[src/rtl/alu_csr_bank.sv]
// alu_csr_bank: byte-serial CSR bank for the ALU subsystem.
// Holds the CTRL register (k_val/c_val) and NUM_CH sum-of-results
// accumulators with read-clear, reached over a header+data context bus.
// Optional macro ALU_CSR_SAT_EN: accumulators saturate at all-ones
// instead of wrapping.
//
// Context bus: a byte is transferred on every cycle ctx_val is high; there
// is no back-pressure. Read data comes back on ctx_out, one byte per cycle,
// flagged by ctx_out_val; ctx_out is held at zero when ctx_out_val is low.
module alu_csr_bank #(
    parameter int DATA_W = 32,
    parameter int NUM_CH = 4,
    localparam int BYTES = DATA_W / 8
) (
    input  logic                     clk,
    input  logic                     rst_n,
    input  logic                     ctx_val,
    input  logic [7:0]               ctx_in,
    input  logic [NUM_CH-1:0]        alu_ready,
    input  logic [NUM_CH*DATA_W-1:0] alu_result,
    output logic [7:0]               ctx_out,
    output logic                     ctx_out_val,
    output logic [7:0]               k_val,
    output logic [7:0]               c_val,
    output logic                     busy
);
    localparam int CW = $clog2(BYTES + 1);
    localparam logic [6:0]  CTRL_ADDR = 7'h20;
    localparam logic [31:0] FILL      = 32'hDEADBEEF;

    typedef enum logic [2:0] {IDLE, WR_DATA, WR_COMMIT, RD_DELAY, RD_DATA} state_t;

    state_t                     state;
    state_t                     state_nxt;
    logic                       ctx_val_r;
    logic [7:0]                 ctx_in_r;
    logic [6:0]                 addr;
    logic [CW-1:0]              cnt;
    logic                       last_byte;
    logic [DATA_W-1:0]          wr_word;
    logic [DATA_W-1:0]          rd_shift;
    logic [DATA_W-1:0]          rd_word;
    logic [7:0]                 ctx_out_r;
    logic                       ctx_out_val_r;
    logic [15:0]                ctrl;
    logic [NUM_CH*DATA_W-1:0]   sor_flat;

    assign last_byte = (cnt == CW'(BYTES - 1));
    assign k_val     = ctrl[7:0];
    assign c_val     = ctrl[15:8];
    assign busy      = (state != IDLE);

    // Register the context bus once; the FSM only looks at these copies.
    always_ff @(posedge clk or negedge rst_n) begin
        if (!rst_n) begin
            ctx_val_r <= 1'b0;
            ctx_in_r  <= 8'h00;
        end else begin
            ctx_val_r <= ctx_val;
            ctx_in_r  <= ctx_in;
        end
    end

    // FSM state register.
    always_ff @(posedge clk or negedge rst_n) begin
        if (!rst_n) state <= IDLE;
        else        state <= state_nxt;
    end

    // FSM next state; bytes arriving outside IDLE/WR_DATA are dropped.
    always_comb begin
        state_nxt = state;
        case (state)
            IDLE:      if (ctx_val_r) state_nxt = ctx_in_r[7] ? WR_DATA : RD_DELAY;
            WR_DATA:   if (ctx_val_r && last_byte) state_nxt = WR_COMMIT;
            WR_COMMIT: state_nxt = IDLE;
            RD_DELAY:  state_nxt = RD_DATA;
            RD_DATA:   if (last_byte) state_nxt = IDLE;
            default:   state_nxt = IDLE;
        endcase
    end

    // Address latch, byte counter, write assembly and read serialisation.
    always_ff @(posedge clk or negedge rst_n) begin
        if (!rst_n) begin
            addr          <= 7'h00;
            cnt           <= '0;
            wr_word       <= '0;
            rd_shift      <= '0;
            ctx_out_r     <= 8'h00;
            ctx_out_val_r <= 1'b0;
        end else begin
            ctx_out_r     <= 8'h00;
            ctx_out_val_r <= 1'b0;
            case (state)
                IDLE: if (ctx_val_r) addr <= ctx_in_r[6:0];
                WR_DATA: if (ctx_val_r) begin
                    wr_word <= {wr_word[DATA_W-9:0], ctx_in_r};
                    cnt     <= cnt + CW'(1);
                end
                WR_COMMIT: cnt <= '0;
                RD_DELAY:  rd_shift <= rd_word;
                RD_DATA: begin
                    ctx_out_r     <= rd_shift[DATA_W-1 -: 8];
                    ctx_out_val_r <= 1'b1;
                    rd_shift      <= {rd_shift[DATA_W-9:0], 8'h00};
                    cnt           <= last_byte ? '0 : cnt + CW'(1);
                end
                default: ;
            endcase
        end
    end

    // Read mux: unmapped addresses return the repeating DE AD BE EF fill.
    always_comb begin
        rd_word = '0;
        for (int i = 0; i < BYTES; i++) begin
            rd_word[DATA_W-1-8*i -: 8] = FILL[31-8*(i%4) -: 8];
        end
        if (addr == CTRL_ADDR) rd_word = DATA_W'(ctrl);
        for (int n = 0; n < NUM_CH; n++) begin
            if (addr == 7'(36 + 4*n)) rd_word = sor_flat[n*DATA_W +: DATA_W];
        end
    end

    // CTRL keeps only 16 bits; upper write bits are discarded.
    always_ff @(posedge clk or negedge rst_n) begin
        if (!rst_n)                                          ctrl <= 16'h0000;
        else if (state == WR_COMMIT && addr == CTRL_ADDR)    ctrl <= wr_word[15:0];
    end

    for (genvar n = 0; n < NUM_CH; n++) begin : g_ch
        localparam logic [6:0] SOR_ADDR = 7'(36 + 4*n);
        logic              wr_hit;
        logic              rc_hit;
        logic [DATA_W-1:0] res;
        logic [DATA_W-1:0] acc;
        logic [DATA_W-1:0] sor;

        assign wr_hit = (state == WR_COMMIT) && (addr == SOR_ADDR);
        assign rc_hit = (state == RD_DELAY) && (addr == SOR_ADDR);
        assign res    = alu_result[n*DATA_W +: DATA_W];
`ifdef ALU_CSR_SAT_EN
        logic [DATA_W:0] sum;
        assign sum = {1'b0, sor} + {1'b0, res};
        assign acc = sum[DATA_W] ? {DATA_W{1'b1}} : sum[DATA_W-1:0];
`else
        assign acc = sor + res;
`endif
        assign sor_flat[n*DATA_W +: DATA_W] = sor;

        // Accumulator: bus write beats read-clear beats accumulation.
        always_ff @(posedge clk or negedge rst_n) begin
            if (!rst_n)                      sor <= '0;
            else if (wr_hit)                 sor <= wr_word;
            else if (rc_hit && alu_ready[n]) sor <= res;
            else if (rc_hit)                 sor <= '0;
            else if (alu_ready[n])           sor <= acc;
        end
    end

    // Output stage: one more register after the read serialiser.
    always_ff @(posedge clk or negedge rst_n) begin
        if (!rst_n) begin
            ctx_out     <= 8'h00;
            ctx_out_val <= 1'b0;
        end else begin
            ctx_out     <= ctx_out_r;
            ctx_out_val <= ctx_out_val_r;
        end
    end
endmodule

[config.mk]
export PLATFORM = sky130hd
export DESIGN_NAME = alu_csr_bank
export DESIGN_NICKNAME = d
export VERILOG_FILES = /design/src/rtl/alu_csr_bank.sv
export SDC_FILE = /design/constraint.sdc
export NUM_CORES = 1
export LEC_CHECK = 0
export BUFFER_PORTS_ARGS = -buffer_cell sky130_fd_sc_hd__buf_2
export CAP_MARGIN = 0
export CORE_ASPECT_RATIO = 2
export CORE_UTILIZATION = 67
export CTS_BUF_LIST = sky130_fd_sc_hd__clkbuf_4 sky130_fd_sc_hd__clkbuf_8
export CTS_CLUSTER_DIAMETER = 30
export DETAILED_ROUTE_END_ITERATION = 12
export PLACE_DENSITY = 0.92
export SYNTH_ARGS = -nofsm -noshare
export SYNTH_HDL_FRONTEND = slang
export SYNTH_SLANG_ARGS = --single-unit
[constraint.sdc]
create_clock -name clk -period 7.2 [get_ports clk]
set_input_delay 0.36 -clock clk [delete_from_list [all_inputs] [get_ports clk]]
set_output_delay 0.36 -clock clk [all_outputs]
set_load 0.1 [all_outputs]
# After elaboration in Yosys (flattened, before gate mapping)
# Cells that the tools add are included.
# word_totals
mem_bits_rw	0
reg_bits	248
word_cells	93
memories	0
latch_bits	0
mem_bits_ro	0
input_bits	143
# op_classes
eq_ne	14
n_lt_le_gt_ge	0
bitwise	0
n_shift	0
n_mul	0
n_addsub	5
reduce_logical	26
div_mod_pow	0
muxes	32
# op_table
operator	n
$mux 32	21
$add 32x32->32	4
$pmux 32 s2	1
$eq 7x6->1 const B	5
$reduce_bool 4->1	4
$mux 3	5
$logic_and 1x1->1	14
$pmux 3 s4	1
$eq 3x2->1 const B	3
$pmux 3 s3	1
$mux 8	1
$ne 2x2->1 const B	4
$reduce_and 2->1	3
$reduce_bool 3->1	2
$add 3x1->3 const B	1
$eq 3x1->1 const B	1
$eq 3x3->1 const B	1
$logic_not 3->1	1
$reduce_and 3->1	1
$mux 2	1
$reduce_bool 2->1	1
$mux 1	1

# Longest topological paths before layout
# logic_depth
word_depth	7
depth_mapped	12

# Least setup slack after synthesis
# Ideal clock, no wire load.
# synth_timing
path_kind	register to register
from	reg g_ch[0].sor[0]
to	reg g_ch[0].sor[28]
arrival_time_ps	3054
slack_ps	4003
required_ps	7058
setup_time_ps	142
path_stages_with_launch	13
cell_sequence	dfrtp_1 ha_1 fa_1 a21o_1 a21oi_2 o21bai_1 a221o_1 a2111oi_4 nor3_2 a2111oi_4 a21oi_1 xnor2_1 o221ai_1
# synth_between
elab_chain_len	5
# synth_rtl
item	line	rtl
start: declaration	138	logic [DATA_W-1:0] sor;
start signal: assignment	155	else if (wr_hit) sor <= wr_word;
start signal: assignment	156	else if (rc_hit && alu_ready[n]) sor <= res;
$add 32x32->32	148	assign acc = sor + res;
$mux 32	158	else if (alu_ready[n]) sor <= acc;
$mux 32	157	else if (rc_hit) sor <= '0;
$mux 32	156	
$mux 32	155	
# No other way between the ends. The select of a mux whose other input is x is not followed.
# A chain may end at the register's enable or synchronous reset.

# Worst setup path in the final report
# layout_timing
from	reg g_ch[3].sor[0]
to	reg g_ch[3].sor[30]
# layout_between
elab_chain_len	5
# layout_rtl
item	line
start: declaration	138
start signal: assignment	155
start signal: assignment	156
$add 32x32->32	148
$mux 32	158
$mux 32	157
$mux 32	156
$mux 32	155
# No other way between the ends. The select of a mux whose other input is x is not followed.

==> metrics.txt <==
final WL 62.5 mm; Layout area overhead 11.1%; Synth Area in Simple Gates 15.6%; CTS buffer count 36; sequential share of power 30.5%; Iter 0 DRT Violations 1671; Clk Latency, worst-skew pair 580 ps; fin crit share 53.4%; multiplexer area fraction after synthesis 4.25%; Remaining DRCs 0; Internal 0.00491 W; status completed; Max stage delay on crit path 570 ps; Cell Area, Synth 0.0182 mm^2; RePlAce Congestion 1.00; Startpoint Class flip-flop; pre-CTS WS 3350 ps; Die Width 118 um; xor and xnor area share after synthesis 5.40%; final hold violation count 0; dpl cell area 0.0192 mm^2; largest net degree at the start of global routing 153; average wire per standard cell 23.7 um; crit path cell chain ha_1 -> fa_1 -> a21o_1 -> a21oi_1 -> o21bai_1 -> a211oi_1 -> o211ai_1 -> a41oi_1 -> o21ai_0 -> a221oi_1 -> xor2_1 -> o21ai_0; vias 18505; CP Class flip-flop to flip-flop; Nets 2541; commonest non-fill, non-tap cells in the layout nand2_1, dfrtp_1, a21oi_1; DRT antenna net count 0; ys async rst share 100%; overflow left after global routing 0; Setup Viol. Count Final 0; M2 GR Usage 76.2%; CP Data Arrival Time 4280 ps; 1st-pass router iterations 8; DP HPWL 47.1 mm; CP Capture Type flip-flop; clock sinks 248; postcts setup bufs 0; Clock Power Share 14.2%; Initial Util 68.6%; die height 235 um; initial antenna violation count 2; worst-margin pin slew 1250 ps; Layout Skew 42.2 ps; fillers 1980; met3 Use GR 6.36%; peak supply drop 0.000312 V; switching power share of the total 47.4%; Post-synth EDFFs 0; Finished Cell Area 0.0202 mm^2; post-synth top area cell dfrtp_1; GR Util All Layers 44.5%; met1 GRT Util 47.6%; htree depth 2; largest cells by area after synthesis dfrtp_1, ha_1, a21oi_1; Multi-input gate area 0.0114 mm^2; hold crit path type primary input to flip-flop; Synth Area in Adders 9.19%; gr busiest metal met2; pwr dens 462 mW/mm^2; critical-path maximum fanout 3; Syn Inst Count 2144; Slew Limit Headroom 16.6%; maximum achievable frequency 260 MHz; Synth Flop Type dfrtp_1; vias per inst 7.01; Netlist cell types 73; Mean Syn Cell Area 8.47 um^2; Static Leak 9.52 nW; Max Transition Viols Final 0; #FFs+latches synth 248; die area 0.0278 mm^2; post-synth top area share 34.2%; share of layout cells above drive strength 1 13.9%; Seq/Total Area, Yosys 34.2%; yosys warns 0; clock-pin slew of the registers on the worst-case setup and hold paths 70 ps; FF/Latch Area 0.00621 mm^2; syn nets 2418; Most Frequent Cell on Critical Path o21ai_0; boundary pin count 169; Power, Total 0.00932 W; largest family of logic cells by synthesized area compound AO/OA/AOI/OAI gates; Compound-Gate Fraction of Synth Area 28.2%; vias in the first global route 18747; row count 84; Root Driver clkbuf_8; global-route wire length before repair 96.9 mm; slowest CP cell a211oi_1; Clock Path Buffers 3; final worst setup slack 3350 ps; Final Critical Period 3850 ps; post_cts resized 0; Core ar. 0.0265 mm^2; RSZ-0062 raised after global routing false; CTS tree yes; Logic pwr share 55.4%; most common cell after layout, fill and taps aside nand2_1; hold_buf cts 10; Critical Path RT 7640 ps; final setup TNS 0 ps; switching pwr 0.00441 W; max cap viols 0; # port buffers 168
==> per-stage QoR <==
| step | hold slack [ps] | cells | utilization, % |
|---|---|---|---|
| floorplan | 64.4 | 2144 | - |
| CTS | 42.3 | 2639 | 76.1 |
| global placement | 332 | 2563 | 72.6 |
| global route | 68.1 | 2641 | 76.2 |
| detailed placement | 339 | 2563 | 72.6 |
| finish | 55.6 | 2641 | 76.2 |
==> flip-flops by register name, summed over array words and instances (netlist names) <==
name and cells:
ctx_out_r 8, g_ch.sor 128, cnt 3, ctx_out_val_r 1, wr_word 32, ctx_out_val 1, ctx_in_r 8, ctrl 16
ctx_out 8, rd_shift 32, state 3, ctx_val_r 1, addr 7
==> critical path, delay by kind of cell, from the launching register on <==
family	cells	cell delay, ps
compound gates	9	2530
fa+ha+maj	2	650
flops	1	400
xor+xnor	1	170
==> final cells by class <==
cell class | instances | area share [%]
repair buffers | 204 | 5.74
inverters | 36 | 0.670
clock inverters | 13 | 0.782
clock buffers | 53 | 3.40
flip-flops and latches | 248 | 30.8
well taps | 344 | 2.13
diodes | 2 | 0.0248
multi-input cells | 1741 | 56.5
==> cell families (layout without fill, tap and decap cells) <==
kind of cell / after synthesis / in the layout
compound gates: 786 / 786
xor+xnor: 112 / 112
fa+ha+maj: 131 / 131
buf+inv: 155 / 306
flops: 248 / 248
mux: 73 / 73
other cells: 0 / 2
simple gates: 639 / 639
==> per-layer routing <==
layer | wire, um | up-vias
met5 | 0 | -
met4 | 6110 | 0
met3 | 5160 | 391
met2 | 30300 | 1135
met1 | 21000 | 8796
li1 | - | 8183
==> final timing paths <==
kind / startpoint / end / slack, ps / cells after the start
min in group asynchronous: rst_n / g_ch[0].sor[1] / 350 / 2
max in group asynchronous: rst_n / wr_word[20] / 5480 / 3
hold reg to reg: ctx_out_r[2] / ctx_out[2] / 350 / 0
hold / removal: alu_result[120] / g_ch[3].sor[24] / 60 / 3
setup reg to reg: g_ch[3].sor[0] / g_ch[3].sor[30] / 3350 / 12
setup / recovery: g_ch[3].sor[0] / g_ch[3].sor[30] / 3350 / 12
==> synthesized netlist by cell type, types with 4 or more instances <==
| library cell | instances |
|---|---|
| ha_1 | 127 |
| a21boi_0 | 5 |
| o21ba_2 | 4 |
| nand2b_1 | 12 |
| a221oi_1 | 34 |
| nor2_1 | 163 |
| fa_1 | 4 |
| a31oi_1 | 32 |
| xor2_1 | 40 |
| o211ai_1 | 15 |
| a222oi_1 | 12 |
| nor2b_1 | 29 |
| and2_1 | 6 |
| a22o_1 | 11 |
| nor3_1 | 15 |
| nand3_1 | 57 |
| o221ai_1 | 19 |
| mux2i_1 | 40 |
| clkbuf_1 | 109 |
| xnor2_1 | 72 |
| dfrtp_1 | 248 |
| a41oi_1 | 4 |
| o21ai_0 | 146 |
| or3_1 | 8 |
| o22ai_1 | 22 |
| a221o_1 | 4 |
| o21a_1 | 14 |
| o21bai_1 | 20 |
| a2bb2oi_1 | 4 |
| a211oi_1 | 42 |
| mux2_2 | 33 |
| a22oi_1 | 34 |
| and3_1 | 29 |
| and4_1 | 4 |
| inv_1 | 34 |
| buf_1 | 9 |
| a21oi_1 | 237 |
| nand4_1 | 17 |
| nand2_1 | 279 |
| nor3b_1 | 7 |
| o41ai_1 | 5 |
| a21o_1 | 78 |
| o31ai_1 | 6 |
==> power groups by stage <==
stage	Sequential (W)	Clock (W)	Combinational, W
final	0.00284	0.00132	0.00516
after global routing	0.00284	0.00137	0.00564
after CTS	0.00276	0.00132	0.00506
after detailed placement	0.00278	0	0.00501
after global placement	0.00275	0	0.00482
after floorplan	0.00243	0	0.00393
(Power assumes the default switching activity.)
